===== config.mk =====
export PLATFORM = sky130hd
export DESIGN_NAME = timing_gen
export DESIGN_NICKNAME = d
export VERILOG_FILES = /design/src/rtl/timing_gen.sv
export SDC_FILE = /design/constraint.sdc
export NUM_CORES = 1
export LEC_CHECK = 0
export ABC_AREA = 1
export CORE_ASPECT_RATIO = 0.9
export CORE_MARGIN = 8
export CORE_UTILIZATION = 40
export DETAILED_ROUTE_END_ITERATION = 6
export GPL_TIMING_DRIVEN = 0
export PLACE_DENSITY = 0.62
export SKIP_CTS_REPAIR_TIMING = 1
export SLEW_MARGIN = 30
export SYNTH_ARGS = -nofsm -noshare
export SYNTH_HDL_FRONTEND = slang
export SYNTH_SLANG_ARGS = --single-unit

===== constraint.sdc =====
create_clock -name sysclk -period 2.9 [get_ports sysclk]
set_input_delay 0.58 -clock sysclk [delete_from_list [all_inputs] [get_ports sysclk]]
set_output_delay 0.58 -clock sysclk [all_outputs]
set_load 0.02 [all_outputs]

===== src/rtl/timing_gen.sv =====
// timing_gen: 4004 two-phase clock, subcycle sequencer and timing strobes; define TIMING_SINGLE_STEP_EN for step_mode/step stall control
module timing_gen #(
    parameter int PHASE_LEN = 17
) (
    input  logic       sysclk,
    input  logic       poc_n,
`ifdef TIMING_SINGLE_STEP_EN
    input  logic       step_mode,
    input  logic       step,
`endif
    output logic       clk1,
    output logic       clk2,
    output logic [2:0] subcycle,
    output logic       a12,
    output logic       a22,
    output logic       a32,
    output logic       m12,
    output logic       m22,
    output logic       x12,
    output logic       x22,
    output logic       x32,
    output logic       m12_m22_clk1_m11_m12,
    output logic       sync
);
    localparam logic [7:0] LAST = 8'(PHASE_LEN - 1);

    if (PHASE_LEN < 2 || PHASE_LEN > 255) begin : g_bad_len
        $error("timing_gen: PHASE_LEN must be in 2..255");
    end

    logic       run, armed, last, stall, n_armed, m11_n;
    logic [7:0] pcnt, n_pcnt, st, st_n;
    logic [1:0] slot, n_slot;
    logic [2:0] sub, n_sub, idx, idx1;

    assign last = pcnt == LAST;

`ifdef TIMING_SINGLE_STEP_EN
    logic [2:0] step_sync;
    logic       go, at_end;
    assign at_end = run && sub == 3'd7 && slot == 2'd3 && last;
    assign stall  = at_end && step_mode && !go;
    // Synchronise step, detect its rising edge, and arm one release only while stalled
    always_ff @(posedge sysclk or negedge poc_n)
        if (!poc_n) begin
            step_sync <= '0;
            go        <= 1'b0;
        end else begin
            step_sync <= {step_sync[1:0], step};
            go        <= stall && step_sync[1] && !step_sync[2];
        end
`else
    assign stall = 1'b0;
`endif

    // Next sequencer state and the strobes it implies; outputs are registered from these
    always_comb begin
        n_pcnt  = !run ? 8'd0 : stall ? pcnt : last ? 8'd0 : pcnt + 8'd1;
        n_slot  = !run ? 2'd0 : stall ? slot : slot + 2'(last);
        n_sub   = !run ? 3'd0 : stall ? sub : sub + 3'(last && slot == 2'd3);
        n_armed = armed || n_slot == 2'd2;
        idx     = n_slot[1] ? n_sub : n_sub - 3'd1;
        idx1    = n_slot != 2'd0 ? n_sub : n_sub - 3'd1;
        st_n    = n_armed ? 8'd1 << idx : 8'd0;
        // m11 starts as M1's clk1 pulse ends, so that pulse itself passes the clk1 term
        m11_n   = idx1 == 3'd3;
    end

    // Sequencer counters; the first edge after reset enters A1 slot 0
    always_ff @(posedge sysclk or negedge poc_n)
        if (!poc_n) begin
            run   <= 1'b0;
            armed <= 1'b0;
            pcnt  <= '0;
            slot  <= '0;
            sub   <= '0;
        end else begin
            run   <= 1'b1;
            armed <= n_armed;
            pcnt  <= n_pcnt;
            slot  <= n_slot;
            sub   <= n_sub;
        end

    // Registered clocks and strobes, changing on the same edge as their governing state
    always_ff @(posedge sysclk or negedge poc_n)
        if (!poc_n) begin
            clk1                 <= 1'b0;
            clk2                 <= 1'b0;
            st                   <= '0;
            sync                 <= 1'b0;
            m12_m22_clk1_m11_m12 <= 1'b0;
        end else begin
            clk1                 <= n_slot == 2'd0;
            clk2                 <= n_slot == 2'd2;
            st                   <= st_n;
            sync                 <= n_sub == 3'd7;
            m12_m22_clk1_m11_m12 <= st_n[3] || st_n[4] || (n_slot == 2'd0 && !(m11_n || st_n[3]));
        end

    assign subcycle = sub;
    assign {x32, x22, x12, m22, m12, a32, a22, a12} = st;
endmodule


Yosys cells after proc, flatten, opt, wreduce, memory -nomap -nowiden
Index checks and enable logic that the tools add are counted.
- flip-flop bits (word level): 27
- input port bits: 2
- output and inout port bits: 15
- logic and storage cells: 36
- add/subtract/negate cells: 4
- eq/ne operators: 5
- shift-type cells: 1
- multiplexer cells: 7
- reductions and logical operators: 9
- operator list (kind ; count):
    2-to-1 mux 8 bit ; 3
    2-to-1 mux 3 bit ; 3
    adder 8 x 1 -> 8 bit (second input constant) ; 1
    equality test 8 x 5 -> 1 bit (second input constant) ; 1
    << shifter 1 x 3 -> 8 bit (first input constant) ; 1
    equality test 2 bit (second input constant) ; 2
    logical OR 1 bit ; 4
    adder 3 x 1 -> 3 bit ; 1
    equality test 3 x 2 -> 1 bit (second input constant) ; 1
    equality test 3 bit (second input constant) ; 1
    subtractor 3 x 1 -> 3 bit (second input constant) ; 1
    adder 2 x 1 -> 2 bit ; 1
    logical AND 1 bit ; 2
    logical NOT 2 bit ; 1
    2-to-1 mux 2 bit ; 1
    nonzero test 2 bit ; 1
    logical NOT 1 bit ; 1

Depth between registers and ports, before layout
Gate-level depths: netlist (run 1).
- depth after elaboration: 12
- depth in mapped cells: 16

Worst setup path after synthesis (run 1)
No wires, ideal clock.
- path type: reg-to-reg
- from: reg pcnt[0]
- to: reg m12_m22_clk1_m11_m12
- arrival time: 2.059 ns
- required time: 2.834 ns
- slack: 0.775 ns
- cell stages (with the launch flop): 17
- buffers on the path: 0
- period minus slack after synthesis: 2.125 ns
- cells stage by stage: dfrtp_1 inv_1 ha_1 nand3_1 nand3b_1 nor2_1 ha_1 ha_1 nand2_1 ha_1 inv_1 nand2_2 nand2_2 nand2_2 nor2_1 nand2_1 nand3_2
- cells in the longest elaborated chain, start to end: 12
- elaborated cells between the ends (all ways): 21
- ends and longest elaborated chain (item ; RTL line ; RTL):
    start, declared ; 32 ; logic [7:0] pcnt, n_pcnt, st, st_n;
    start signal, assigned ; 80 ; pcnt <= n_pcnt;
    equality test 8 x 5 -> 1 bit (*) ; 36 ; assign last = pcnt == LAST;
    logical AND 1 bit ; 60 ; n_sub = !run ? 3'd0 : stall ? sub : sub + 3'(last && slot == 2'd3);
    adder 3 x 1 -> 3 bit ; 60 ;
    2-to-1 mux 3 bit ; 60 ;
    subtractor 3 x 1 -> 3 bit ; 62, 63 ;
    2-to-1 mux 3 bit ; 62 ; idx = n_slot[1] ? n_sub : n_sub - 3'd1;
    << shifter 1 x 3 -> 8 bit ; 64 ; st_n = n_armed ? 8'd1 << idx : 8'd0;
    2-to-1 mux 8 bit ; 64 ;
    logical OR 1 bit ; 98 ; m12_m22_clk1_m11_m12 <= st_n[3] || st_n[4] || (n_slot == 2'd0 && !(m11_n || st_n[3]));
    logical NOT 1 bit ; 98 ;
    logical AND 1 bit ; 98 ;
    logical OR 1 bit (*) ; 98 ;
    end signal, assigned ; 98 ;
    end, declared ; 22 ; output logic m12_m22_clk1_m11_m12,
Mark *: on every way between the ends. The rest lies on a longest branch, timed or not.

Final worst setup path (run 1)
Same ends and word-level chain as after synthesis.

==> results by stage, run 1 <==
Status:
- The flow ran to the end, and the final reports show no timing, DRC or antenna violations.

Clock network:
- The maximum level of the CTS H-tree is 1.
- Clock-pin slew was measured on the worst setup and hold paths at around 0.15 ns.
- The clock latency on the worst-skew pair is approximately 0.32 ns.
- The clock root buffer master is sky130_fd_sc_hd__clkbuf_4.
- The clock tree from TritonCTS is built.
- The total number of clock tree sinks is 27.
- The number of clock buffers inserted by TritonCTS is 3.
- No sink is reached through more buffers than the 2 on the longest clock path.

Critical path:
- The worst register-to-register path ends at m12_m22_clk1_m11_m12$_DFF_PN0_.
- The critical path start-end classification is reg -> reg.
- In this run the worst path has a maximum fanout of 5.
- Setup slack on the worst reg-to-reg path comes out at 0.56 ns.
- STA classifies the critical path startpoint as a register.
- The required time of the worst setup path is roughly 3.2 ns.
- STA classifies the critical path endpoint as a register.
- At the worst endpoint, the arrival time is roughly 2.6 ns.
- The startpoint of the most critical register-to-register path is pcnt[0]$_DFF_PN0_.
- The worst register-to-register path has a depth of 16.

Detailed routing:
- The first detailed-routing pass took 4 iterations.
- The detail-routed net length per standard cell is approximately 11 um.
- The violation count after the first detailed-route iteration is 35.
- In the routed design, unresolved DRC markers number 0.
- Once detail routing completed, the nets flagged for antenna violations numbered 0.
- Dividing the detail-routed via count by the number of cells gives about 4.3.
- The count of vias placed by the detailed router is 880.
- The final wirelength is between 2000 and 2500 um.

Job:
- Max-cap violations in this run came to 0.

Floorplan:
- 17 I/O pins were placed.
- The number of placement rows is 19.
- The floorplan die area is ~5300 sq um.
- Measured along the y axis, the die boundary spans between 70 and 80 um.
- The floorplan step set the die width to roughly 76 um.
- The core region is ~3100 sq um.
- For this configuration, the core starts out at a cell density of between 40% and 50%.

Power:
- The total power density per cell area is ~370 nW/um^2.
- The static power due to leakage is 0.8203 nW.
- The logic gate share of total power is under 10%.
- The share of total power in sequential cells is 67.2%.
- The internal power of the cells totals around 0.44 mW.
- For this design the total switching power over the nets is around 0.13 mW.
- The design draws between 0.5 and 0.6 mW.
- The share of total power dissipated in the clock network is between 20 and 30%.
- Net switching is 23.06% of the power.
- The maximum resistive drop on vdd is 0.1658 mV.

STA:
- On the final layout, the worst clock skew is ~0.0094 ns.
- The final hold violation count is 0.
- Setup repair after global routing left no endpoint under its margin.
- Derived from the worst setup path, the maximum achievable clock frequency is ~430 MHz.
- After routing, the total negative slack on setup checks comes to 0 ns.
- At the pin with the least slew margin, the transition time is about 0.59 ns.
- The number of max-slew violations in the final report came to 0.
- The routed design could run at a clock period as short as 2.340 ns.
- The smallest hold slack is between 0.2 and 0.25 ns.
- The number of endpoints failing setup at the final stage is 0.
- The worst slew margin relative to its limit is between 60% and 70%.
- The post-route clock period utilization is 80.68%.

Global route:
- The largest net degree at the start of global routing is 28.
- The number of antenna violations at the first check in global routing is 0.
- The total congestion overflow is 0.
- The number of global-route vias before repair is 904.
- The global-route usage over all layers is 9.123%.
- The first-pass GRT wire length is between 4000 and 5000 um.

Logic synthesis:
- Summing the areas of all compound-gate instances in the mapped netlist gives less than 1% of the synthesized area.
- The number of standard cells after synthesis is roughly 140.
- The average cell area after synthesis is around 9 sq um.
- The fraction of synthesized cell area taken by the top area cell type is around half.
- Yosys attributes the largest share of cell area to sky130_fd_sc_hd__dfrtp_1 52%, sky130_fd_sc_hd__inv_1 8.4%, sky130_fd_sc_hd__ha_1 6.7%, sky130_fd_sc_hd__nand2_1 6.3%, sky130_fd_sc_hd__nor2_1 5.5%.
- Summing the areas of all xor and xnor instances in the mapped netlist gives 1.346% of the synthesized area.
- After synthesis the netlist holds a flip-flop and latch count of 27.
- The synthesized netlist occupies a cell area of between 1000 and 1500 sq um.
- The netlist uses 20 different library cells.
- The post-synthesis cell type with the largest combined area is sky130_fd_sc_hd__dfrtp_1.
- The yosys synthesis warning count is 0.
- The simple-gate share of the synthesized area is between 20 and 30%.
- After synthesis, the largest family of logic cells by area is simple AND/OR/NAND/NOR gates.
- Sequential cells were found to cover roughly half of the synthesized design area.
- The synthesized net count is between 150 and 200.
- The adder-cell share of the synthesized area is under 10%.
- The fraction of synthesized area in multiplexers is 0%.

Place:
- The placed wire-length estimate is 1818 um.
- The routability congestion estimate from global placement is between 0.7 and 0.8.
- Including well taps, the total number of placed cells is approximately 200.
- The count of buffers from port buffering is 16.

Cells and area:
- The final core area utilization is about half.
- Leaving out fill and tap cells, the most frequent cell in the layout is sky130_fd_sc_hd__inv_1.
- Compared with the post-synthesis result, the final layout area differs by 18.27%.
- Of the cells placed in the final design, the portion with a size suffix greater than 1 is ~15%.
- The finished layout holds between 200 and 250 standard cells, fillers aside.
- Leaving out fill and tap cells, the most frequent cells in the layout are 29 x sky130_fd_sc_hd__inv_1, 27 x sky130_fd_sc_hd__dfrtp_1, 22 x sky130_fd_sc_hd__nand2_1.
- The count of antenna diodes in the layout is 0.
- For this run, the post-layout net count is ~170.

Hold path:
- The class of the tightest hold or removal check is in -> async.
==> layout make-up <==
class / count / area (sq um)
Clock buffer: 3 / 22.52
Timing Repair Buffer: 16 / 155.1
Inverter: 31 / 116.4
Multi-Input combinational cell: 84 / 498.0
Clock inverter: 1 / 7.507
Fill cell: 301 / 1551
Sequential cell: 27 / 675.6
Tap cell: 42 / 52.55
Buffer: 1 / 11.26
==> registers in the layout (all words and copies together) (netlist names) <==
name	count
armed	1
st	8
subcycle	3
clk2	1
slot	2
sync	1
m12_m22_clk1_m11_m12	1
clk1	1
run	1
pcnt	8
==> power groups by stage <==
| stage | Combinational [mW] | Clock [mW] | Sequential, mW |
|---|---|---|---|
| after floorplan | 0.0131 | 0 | 0.391 |
| after global placement | 0.0240 | 0 | 0.391 |
| after detailed placement | 0.0243 | 0 | 0.391 |
| after CTS | 0.0242 | 0.172 | 0.384 |
| after global routing | 0.0276 | 0.191 | 0.385 |
| final | 0.0228 | 0.165 | 0.384 |
==> how the worst max path moves through the flow <==
| stage | from | to | slack, ns |
|---|---|---|---|
| 6_report | pcnt[0]$_DFF_PN0_ | m12_m22_clk1_m11_m12$_DFF_PN0_ | 0.56 |
| 5_1_grt | pcnt[0]$_DFF_PN0_ | st[3]$_DFF_PN0_ | 0.36 |
| 4_1_cts | pcnt[0]$_DFF_PN0_ | m12_m22_clk1_m11_m12$_DFF_PN0_ | 0.54 |
| 3_5_place_dp | pcnt[0]$_DFF_PN0_ | m12_m22_clk1_m11_m12$_DFF_PN0_ | 0.57 |
| 3_3_place_gp | pcnt[0]$_DFF_PN0_ | m12_m22_clk1_m11_m12$_DFF_PN0_ | 0.57 |
| 2_1_floorplan | pcnt[0]$_DFF_PN0_ | m12_m22_clk1_m11_m12$_DFF_PN0_ | 0.78 |
==> critical path, stage by stage (launching register included) <==
cell and delay [ns]:
sky130_fd_sc_hd__dfrtp_1 0.42, sky130_fd_sc_hd__inv_1 0.06, sky130_fd_sc_hd__ha_1 0.19, sky130_fd_sc_hd__nand3_1 0.07, sky130_fd_sc_hd__nand3b_1 0.15, sky130_fd_sc_hd__nor2_1 0.06, sky130_fd_sc_hd__ha_1 0.18, sky130_fd_sc_hd__ha_1 0.29
sky130_fd_sc_hd__nand2_1 0.07, sky130_fd_sc_hd__ha_1 0.27, sky130_fd_sc_hd__inv_1 0.08, sky130_fd_sc_hd__nand2_2 0.06, sky130_fd_sc_hd__nand2_2 0.10, sky130_fd_sc_hd__nand2_2 0.06, sky130_fd_sc_hd__nor2_1 0.08, sky130_fd_sc_hd__nand2_1 0.09
sky130_fd_sc_hd__nand3_2 0.06
==> synthesized netlist by cell type <==
cell	n
sky130_fd_sc_hd__a21oi_1	1
sky130_fd_sc_hd__buf_6	1
sky130_fd_sc_hd__conb_1	1
sky130_fd_sc_hd__dfrtp_1	27
sky130_fd_sc_hd__ha_1	7
sky130_fd_sc_hd__inv_1	29
sky130_fd_sc_hd__inv_2	2
sky130_fd_sc_hd__nand2_1	22
sky130_fd_sc_hd__nand2_2	9
sky130_fd_sc_hd__nand2_4	3
sky130_fd_sc_hd__nand3_1	5
sky130_fd_sc_hd__nand3_2	2
sky130_fd_sc_hd__nand3_4	1
sky130_fd_sc_hd__nand3b_1	1
sky130_fd_sc_hd__nand4_1	4
sky130_fd_sc_hd__nand4_2	1
sky130_fd_sc_hd__nor2_1	19
sky130_fd_sc_hd__nor3_1	5
sky130_fd_sc_hd__nor3b_1	1
sky130_fd_sc_hd__xor2_1	2
==> kinds of logic after synthesis <==
logic type	Yosys count
AND/OR/NAND/NOR	73
other	1
XOR/XNOR	2
flip-flops	27
adder cells (fa/ha/maj)	7
buffers and inverters	32
AO/OA/AOI/OAI	1
==> through the flow <==
stage / worst slack, ns / cell area, sq um
5_1_grt: 0.3600 / 1539
3_3_place_gp: 0.5721 / 1514
4_1_cts: 0.5414 / 1539
3_5_place_dp: 0.5667 / 1509
6_report: 0.5604 / 1539
2_1_floorplan: 0.7751 / 1301
==> metal layers <==
metal	vias to the layer above	track usage (%)	routed length [um]
li1	468	-	-
met1	404	10.81	1090
met2	6	15.02	1069
met3	2	2.685	82
met4	0	3.838	20
met5	-	0	0
No activity file was read; power rests on OpenSTA's default activity.
==> run 2, diff against run 1 <==
Settings changed: PLACE_DENSITY 0.62 to 0.64.
Clock period 2.9 ns to 1.94 ns, I/O delays scaled along.
==> results by stage, run 2 (synthesis results as in run 1) <==
STA:
- The time the worst path needs with I/O delays and setup is 2.276 ns (-0.06339 ns).
- The number of endpoints failing setup at the final stage was 9 (+9).
- The post-route clock period utilization is 117.3% (+37 points).
- The worst slew margin relative to its limit was 59.96% (-0.49 points).
- Setup repair after global routing could not meet its margin everywhere.
- The timing-limited maximum frequency is 439.3 MHz (+2.8%).
- The post-layout worst setup margin is -0.3362 ns (-0.8966 ns).
- The sum of negative setup slack is -2.725 ns (-2.725 ns).
- The slew of the pin with the lowest slew margin is 0.6007 ns (+0.007371 ns).
- The number of max-slew violations in the final report is 0 (unchanged).
- The final hold violation count is 0 (unchanged).
- The maximum clock skew at final layout came to 0.003144 ns (-0.006236 ns).

Cells and area:
- The count of antenna diodes in the layout was 0 (unchanged).
- The share of cells above drive strength 1 was 28.99% (+14 points).
- The library cell used most frequently in the layout, excluding fill and tap cells, is sky130_fd_sc_hd__dfrtp_1.
- From synthesis to final layout, the design area changed by 29.42%.
- In the layout the commonest cells are 27 x sky130_fd_sc_hd__dfrtp_1, 26 x sky130_fd_sc_hd__inv_1, 17 x sky130_fd_sc_hd__nand2_1.
- The non-filler instance count after layout was 211 (+2.9%).
- The number of nets in the layout is 179 (+3.5%).
- The filler cell count is 287 (-4.7%).
- The final core area utilization is 54.49% (+4.7 points).

Critical path:
- The arrival time at the worst endpoint is 2.52 ns (-0.10 ns).
- The worst setup path is of the reg -> reg kind.
- The number of buffers and inverters on the critical path is 2 (unchanged).
- On the critical path the largest part of the delay comes from simple AND/OR/NAND/NOR gates.
- The maximum net fanout on the critical path is 4 (-1).
- The nature of the critical path startpoint is a register.
- The largest individual stage delay along the critical path comes from the cell sky130_fd_sc_hd__dfrtp_1.
- Traced cell by cell, the critical path runs through inv_1, ha_2, nand3_2, nand3b_1, nor2_1, ha_2, ha_4, nand2_4, ha_4, inv_1, nand2_2, nand2_1, nand2_1, nand2_2, nor3_2.
- The capturing element type of the critical path is a register.
- The required time of the worst setup path is 2.18 ns (-1.00 ns).
- The biggest cell delay along the critical path is 0.42 ns (about the same).

Clock network:
- The maximum level of the CTS H-tree is 1 (unchanged).
- The number of clock buffers inserted by TritonCTS came to 3 (unchanged).
- The clock tree from TritonCTS is built.
- The total number of clock tree sinks is 27 (unchanged).
- The maximum clock path buffer count came to 2 (unchanged).
- The root buffer cell chosen for the clock tree is sky130_fd_sc_hd__clkbuf_4.
- The clock latency on the worst-skew pair is 0.32 ns (about the same).
- The clock-pin slew on the worst setup and hold paths is 0.14 ns (about the same).

Detailed routing:
- The number of routed nets with antenna violations is 0 (unchanged).
- The count of vias placed by the detailed router is 949 (+7.8%).
- The number of vias per cell came to 4.498 (+4.8%).
- The detail-routed net length per standard cell is 11.81 um (+7.0%).
- The final wirelength is 2492 um (+10%).
- The total DRC errors in the routed layout is 0 (unchanged).
- The number of detailed-route iterations in the first pass came to 3 (-1).
- The violation count after the first detailed-route iteration is 28 (-20%).

Power:
- The maximum resistive drop on vdd came to 0.2525 mV (+52%).
- The total power density per cell area is 508.7 nW/um^2 (+37%).
- The static power due to leakage is 0.8784 nW (+7.1%).
- The overall power of the completed layout was 0.8568 mW (+50%).

Place:
- The routability congestion estimate from global placement is 0.8319 (+6.4%).
- The number of placed instances, taps included is 201 (unchanged).
- The placed wire-length estimate is 1873 um (+3.1%).
- The count of buffers from port buffering was 16 (unchanged).

Global route:
- The number of antenna violations at the first check in global routing is 0 (unchanged).
- The total congestion overflow is 0 (unchanged).
- The first-pass GRT wire length is 4305 um (+6.7%).
- The global-route usage over all layers is 9.607% (+0.48 points).
- The number of global-route vias before repair is 954 (+5.5%).
- The largest net degree at the start of global routing is 28 (unchanged).

Floorplan:
- The initial cell density of the core is 42.11% (unchanged).
- The area inside the core boundary came to 3090 sq um (unchanged).
- The number of placement rows is 19 (unchanged).
- The total I/O pin count is 17 (unchanged).
- The floorplan die area is 5337 sq um (unchanged).
- The floorplan die width is 76.12 um (unchanged).
- The overall die height is 70.11 um (unchanged).

Job:
- The max capacitance violation total is 0 (unchanged).

Status:
- The run finished, with violations left.
- The final reports fail on setup timing.

Hold path:
- The class of the tightest hold or removal check is in -> async.
==> run 2: final timing paths <==
path	from	end	slack (ns)	depth (start not counted)
worst max-delay path	pcnt[0]$_DFF_PN0_	st[7]$_DFF_PN0_	-0.34	15
max in group asynchronous	poc_n	armed$_DFF_PN0_	1.50	1
worst max register to register	pcnt[0]$_DFF_PN0_	st[7]$_DFF_PN0_	-0.34	15
worst min-delay path	poc_n	subcycle[1]$_DFF_PN0_	0.05	1
min in group sysclk	armed$_DFF_PN0_	armed$_DFF_PN0_	0.53	2
worst min register to register	armed$_DFF_PN0_	armed$_DFF_PN0_	0.53	2
==> run 2: stage by stage <==
| stage | setup slack (ns) | hold WS (ns) | instance area (sq um) |
|---|---|---|---|
| final | -0.3362 | 0.04898 | 1684 |
| after global routing | -0.4912 | 0.07333 | 1684 |
| after CTS | -0.3983 | 0.06197 | 1580 |
| after detailed placement | -0.3607 | 0.4352 | 1554 |
| after global placement | -0.3400 | 0.4711 | 1559 |
| after floorplan | -0.1578 | 0.09241 | 1346 |
==> run 2: layout make-up <==
class / count / area [sq um] / share of cell area [%]
inverters: 31 / 116.4 / 6.909
well taps: 42 / 52.55 / 3.120
clock buffers: 4 / 26.28 / 1.560
repair buffers: 22 / 203.9 / 12.11
flip-flops and latches: 27 / 675.6 / 40.12
plain buffers: 1 / 11.26 / 0.6686
multi-input cells: 84 / 598.1 / 35.51
==> run 2: per-layer routing <==
metal  track usage [%]  routed length, um
met4             1.919                 22
met3             3.325                 94
met2             17.49               1294
met5                 0                  0
met1             10.51               1081
==> run 2: where the power goes <==
part,switching (mW),leakage [nW],internal (mW),total [mW]
clock,0.159,0.0150,0.0806,0.239
sequential,0.00492,0.362,0.569,0.574
combinational,0.0281,0.501,0.0158,0.0439
==> run 3, diff against run 2 <==
--- a/config.mk
+++ b/config.mk
@@ -12,5 +12,5 @@
 export DETAILED_ROUTE_END_ITERATION = 6
 export GPL_TIMING_DRIVEN = 0
-export PLACE_DENSITY = 0.64
+export PLACE_DENSITY = 0.66
 export SKIP_CTS_REPAIR_TIMING = 1
 export SLEW_MARGIN = 30
==> constraint.sdc (replaced) <==
create_clock -name sysclk -period 1.94 [get_ports sysclk]
set_input_delay 0.485 -clock sysclk [delete_from_list [all_inputs] [get_ports sysclk]]
set_output_delay 0.485 -clock sysclk [all_outputs]
set_load 0.02 [all_outputs]
==> results by stage, run 3 (synthesis results as in run 1) <==
Status:
- The flow ran to the end, but the final reports show violations.
- The final reports fail on setup timing.

Power:
- The maximum resistive drop on vdd was 0.3924 mV (+55%).
- The total power density per cell area is 519.1 nW/um^2 (+2.0%).
- The static power due to leakage was 0.8441 nW (-3.9%).
- The overall power of the completed layout is 0.8554 mW (-0.16%).

Place:
- The count of buffers from port buffering is 16 (unchanged).
- The placed wire-length estimate is 1892 um (+0.97%).
- The routability congestion estimate from global placement is 0.7729 (-7.1%).

Cells and area:
- The area of the multi-input gates was 575.6 sq um (-3.8%).
- The number of nets in the layout is 177 (-1.1%).
- The filler cell count is 284 (-1.0%).
- The count of antenna diodes in the layout is 0 (unchanged).
- From synthesis to final layout, the design area changed by 26.63%.
- The top cell types in the final layout, fill and taps aside, are 27 x sky130_fd_sc_hd__dfrtp_1, 25 x sky130_fd_sc_hd__inv_1, 19 x sky130_fd_sc_hd__nand2_1.
- The share of cells above drive strength 1 is 27.54% (-1.4 points).
- The leading cell type in the layout, fill and taps excluded is sky130_fd_sc_hd__dfrtp_1.
- The final core area utilization came to 53.32% (-1.2 points).
- The sequential standard cell area is 675.6 sq um (unchanged).

Floorplan:
- The initial cell density of the core was 42.11% (unchanged).
- The number of placement rows is 19 (unchanged).
- The floorplan die width is 76.12 um (unchanged).
- The total I/O pin count is 17 (unchanged).
- The overall die height is 70.11 um (unchanged).
- The floorplan die area is 5337 sq um (unchanged).
- The area inside the core boundary is 3090 sq um (unchanged).

Global route:
- The global-route usage over all layers is 9.607% (unchanged).
- The total congestion overflow is 0 (unchanged).
- The largest net degree at the start of global routing came to 28 (unchanged).
- The first-pass GRT wire length is 4264 um (-0.95%).
- The number of global-route vias before repair was 937 (-1.8%).
- The number of antenna violations at the first check in global routing is 0 (unchanged).

Clock network:
- The maximum clock path buffer count came to 2 (unchanged).
- The clock root buffer master is sky130_fd_sc_hd__clkbuf_4.
- The clock-pin slew on the worst setup and hold paths is 0.15 ns (about the same).
- The total number of clock tree sinks is 27 (unchanged).
- The clock latency on the worst-skew pair is 0.32 ns (about the same).
- The number of clock buffers inserted by TritonCTS is 3 (unchanged).
- The maximum level of the CTS H-tree is 1 (unchanged).
- The clock tree from TritonCTS is built.

Detailed routing:
- The number of detailed-route iterations in the first pass is 4 (+1).
- The count of vias placed by the detailed router came to 941 (-0.84%).
- The detail-routed net length per standard cell is 11.84 um (+0.23%).
- The amount of wire on met2 after detailed routing is 1245 um (-3.8%).
- The met1 routed wirelength after detailed routing is 1112 um (+2.9%).
- The violation count after the first detailed-route iteration is 27 (-3.6%).
- The highest metal layer carrying signal wires in the routed design is met4.
- The final wirelength is 2474 um (-0.72%).
- The number of routed nets with antenna violations was 0 (unchanged).
- The amount of wire on met3 after detailed routing is 99 um (+5.3%).
- The total DRC errors in the routed layout is 0 (unchanged).
- The number of vias per cell is 4.502 (+0.11%).

Hold path:
- The tightest min-delay check is of the in -> async type.

Job:
- The max capacitance violation total is 0 (unchanged).

Critical path:
- Walking the worst path, the cells encountered are inv_1, ha_2, nand3_2, nand3b_1, nor2_2, ha_2, ha_4, nand2_4, ha_4, inv_2, nand2_2, nand2_4, nand2_4, nor2_2, nand2_2, nand3_2.
- The first element of the critical path is pcnt[0]$_DFF_PN0_.
- The arrival time at the worst endpoint was 2.60 ns (+0.08 ns).
- The required time of the worst setup path is 2.21 ns (+0.03 ns).
- The destination of the worst register-to-register timing path is m12_m22_clk1_m11_m12$_DFF_PN0_.
- The capturing element type of the critical path is a register.
- The worst reg2reg path depth was 16 (+1).
- In this design, the critical path's most frequently occurring cell is sky130_fd_sc_hd__nand2_4.
- The maximum net fanout on the critical path is 5 (+1).
- The setup slack on the worst flop-to-flop path was -0.39 ns (-0.06 ns).
- The nature of the critical path startpoint is a register.
- The biggest cell delay along the critical path was 0.43 ns (about the same).
- The critical path ends at m12_m22_clk1_m11_m12$_DFF_PN0_.
- The standard cell with the maximum stage delay on the critical path is sky130_fd_sc_hd__dfrtp_1.
- The critical path start-end classification is reg -> reg.
- The startpoint of the most critical register-to-register path is pcnt[0]$_DFF_PN0_.

STA:
- The maximum clock skew at final layout is 0.01130 ns (+0.008159 ns).
- Setup repair after global routing could not meet its margin everywhere.
- The time the worst path needs with I/O delays and setup came to 2.335 ns (+0.05862 ns).
- The sum of negative setup slack is -3.444 ns (-0.7198 ns).
- The slew of the pin with the lowest slew margin is 0.5799 ns (-0.02077 ns).
- The final hold violation count is 0 (unchanged).
- The worst slew margin relative to its limit is 61.34% (+1.4 points).
- The post-layout worst setup margin is -0.3949 ns (-0.05862 ns).
- The smallest hold slack is 0.1336 ns (+0.08460 ns).
- The timing-limited maximum frequency is 428.3 MHz (-2.5%).
- The post-route clock period utilization was 120.4% (+3.0 points).
- The number of endpoints failing setup at the final stage is 10 (+1).
- The number of max-slew violations in the final report is 0 (unchanged).
==> run 3: changes by cell type in the layout (fill, tap and decap cells not counted), sizes merged <==
cell / change
buf: -2
clkinv: +1
clkbuf: -1
==> run 3: how the worst min path moves through the flow <==
| stage | from | slack [ns] | endpoint |
|---|---|---|---|
| global route | poc_n | 0.17 | subcycle[0]$_DFF_PN0_ |
| detailed placement | pcnt[0]$_DFF_PN0_ | 0.49 | pcnt[0]$_DFF_PN0_ |
| floorplan | poc_n | 0.19 | armed$_DFF_PN0_ |
| finish | poc_n | 0.13 | subcycle[0]$_DFF_PN0_ |
| CTS | poc_n | 0.15 | pcnt[3]$_DFF_PN0_ |
| global placement | pcnt[0]$_DFF_PN0_ | 0.47 | pcnt[0]$_DFF_PN0_ |
==> run 3: where the power goes <==
part / total [mW] / internal, mW / leakage (nW) / switching (mW)
Clock: 0.241 / 0.0772 / 0.0177 / 0.163
Combinational: 0.0408 / 0.0134 / 0.464 / 0.0274
Sequential: 0.574 / 0.569 / 0.362 / 0.00508
==> run 3: critical path, delay by kind of cell, from the launching register on <==
family | cells | cell delay (ns)
adders and majority gates | 4 | 0.78
buffers and inverters | 2 | 0.13
DFF | 1 | 0.43
and+or+nand+nor | 10 | 0.94
==> run 3: layer usage <==
metal | track usage (%) | up-vias
met5 | 0 | -
met4 | 1.919 | 0
met3 | 3.453 | 2
met2 | 15.97 | 12
met1 | 11.65 | 445
li1 | - | 482
==> run 3: cell type report <==
class	instances	area share, %
Sequential cell	27	41.00
Multi-Input combinational cell	84	34.93
Timing Repair Buffer	20	11.47
Inverter	31	7.062
Tap cell	42	3.189
Clock buffer	3	1.367
Buffer	1	0.6834
Clock inverter	1	0.3037
==> run 3: through the flow <==
step / setup slack (ns) / std cells / area [sq um]
floorplan: -0.1578 / 143 / 1346
global placement: -0.3408 / 201 / 1559
detailed placement: -0.4370 / 201 / 1554
CTS: -0.4825 / 205 / 1582
global route: -0.5562 / 209 / 1648
finish: -0.3949 / 209 / 1648
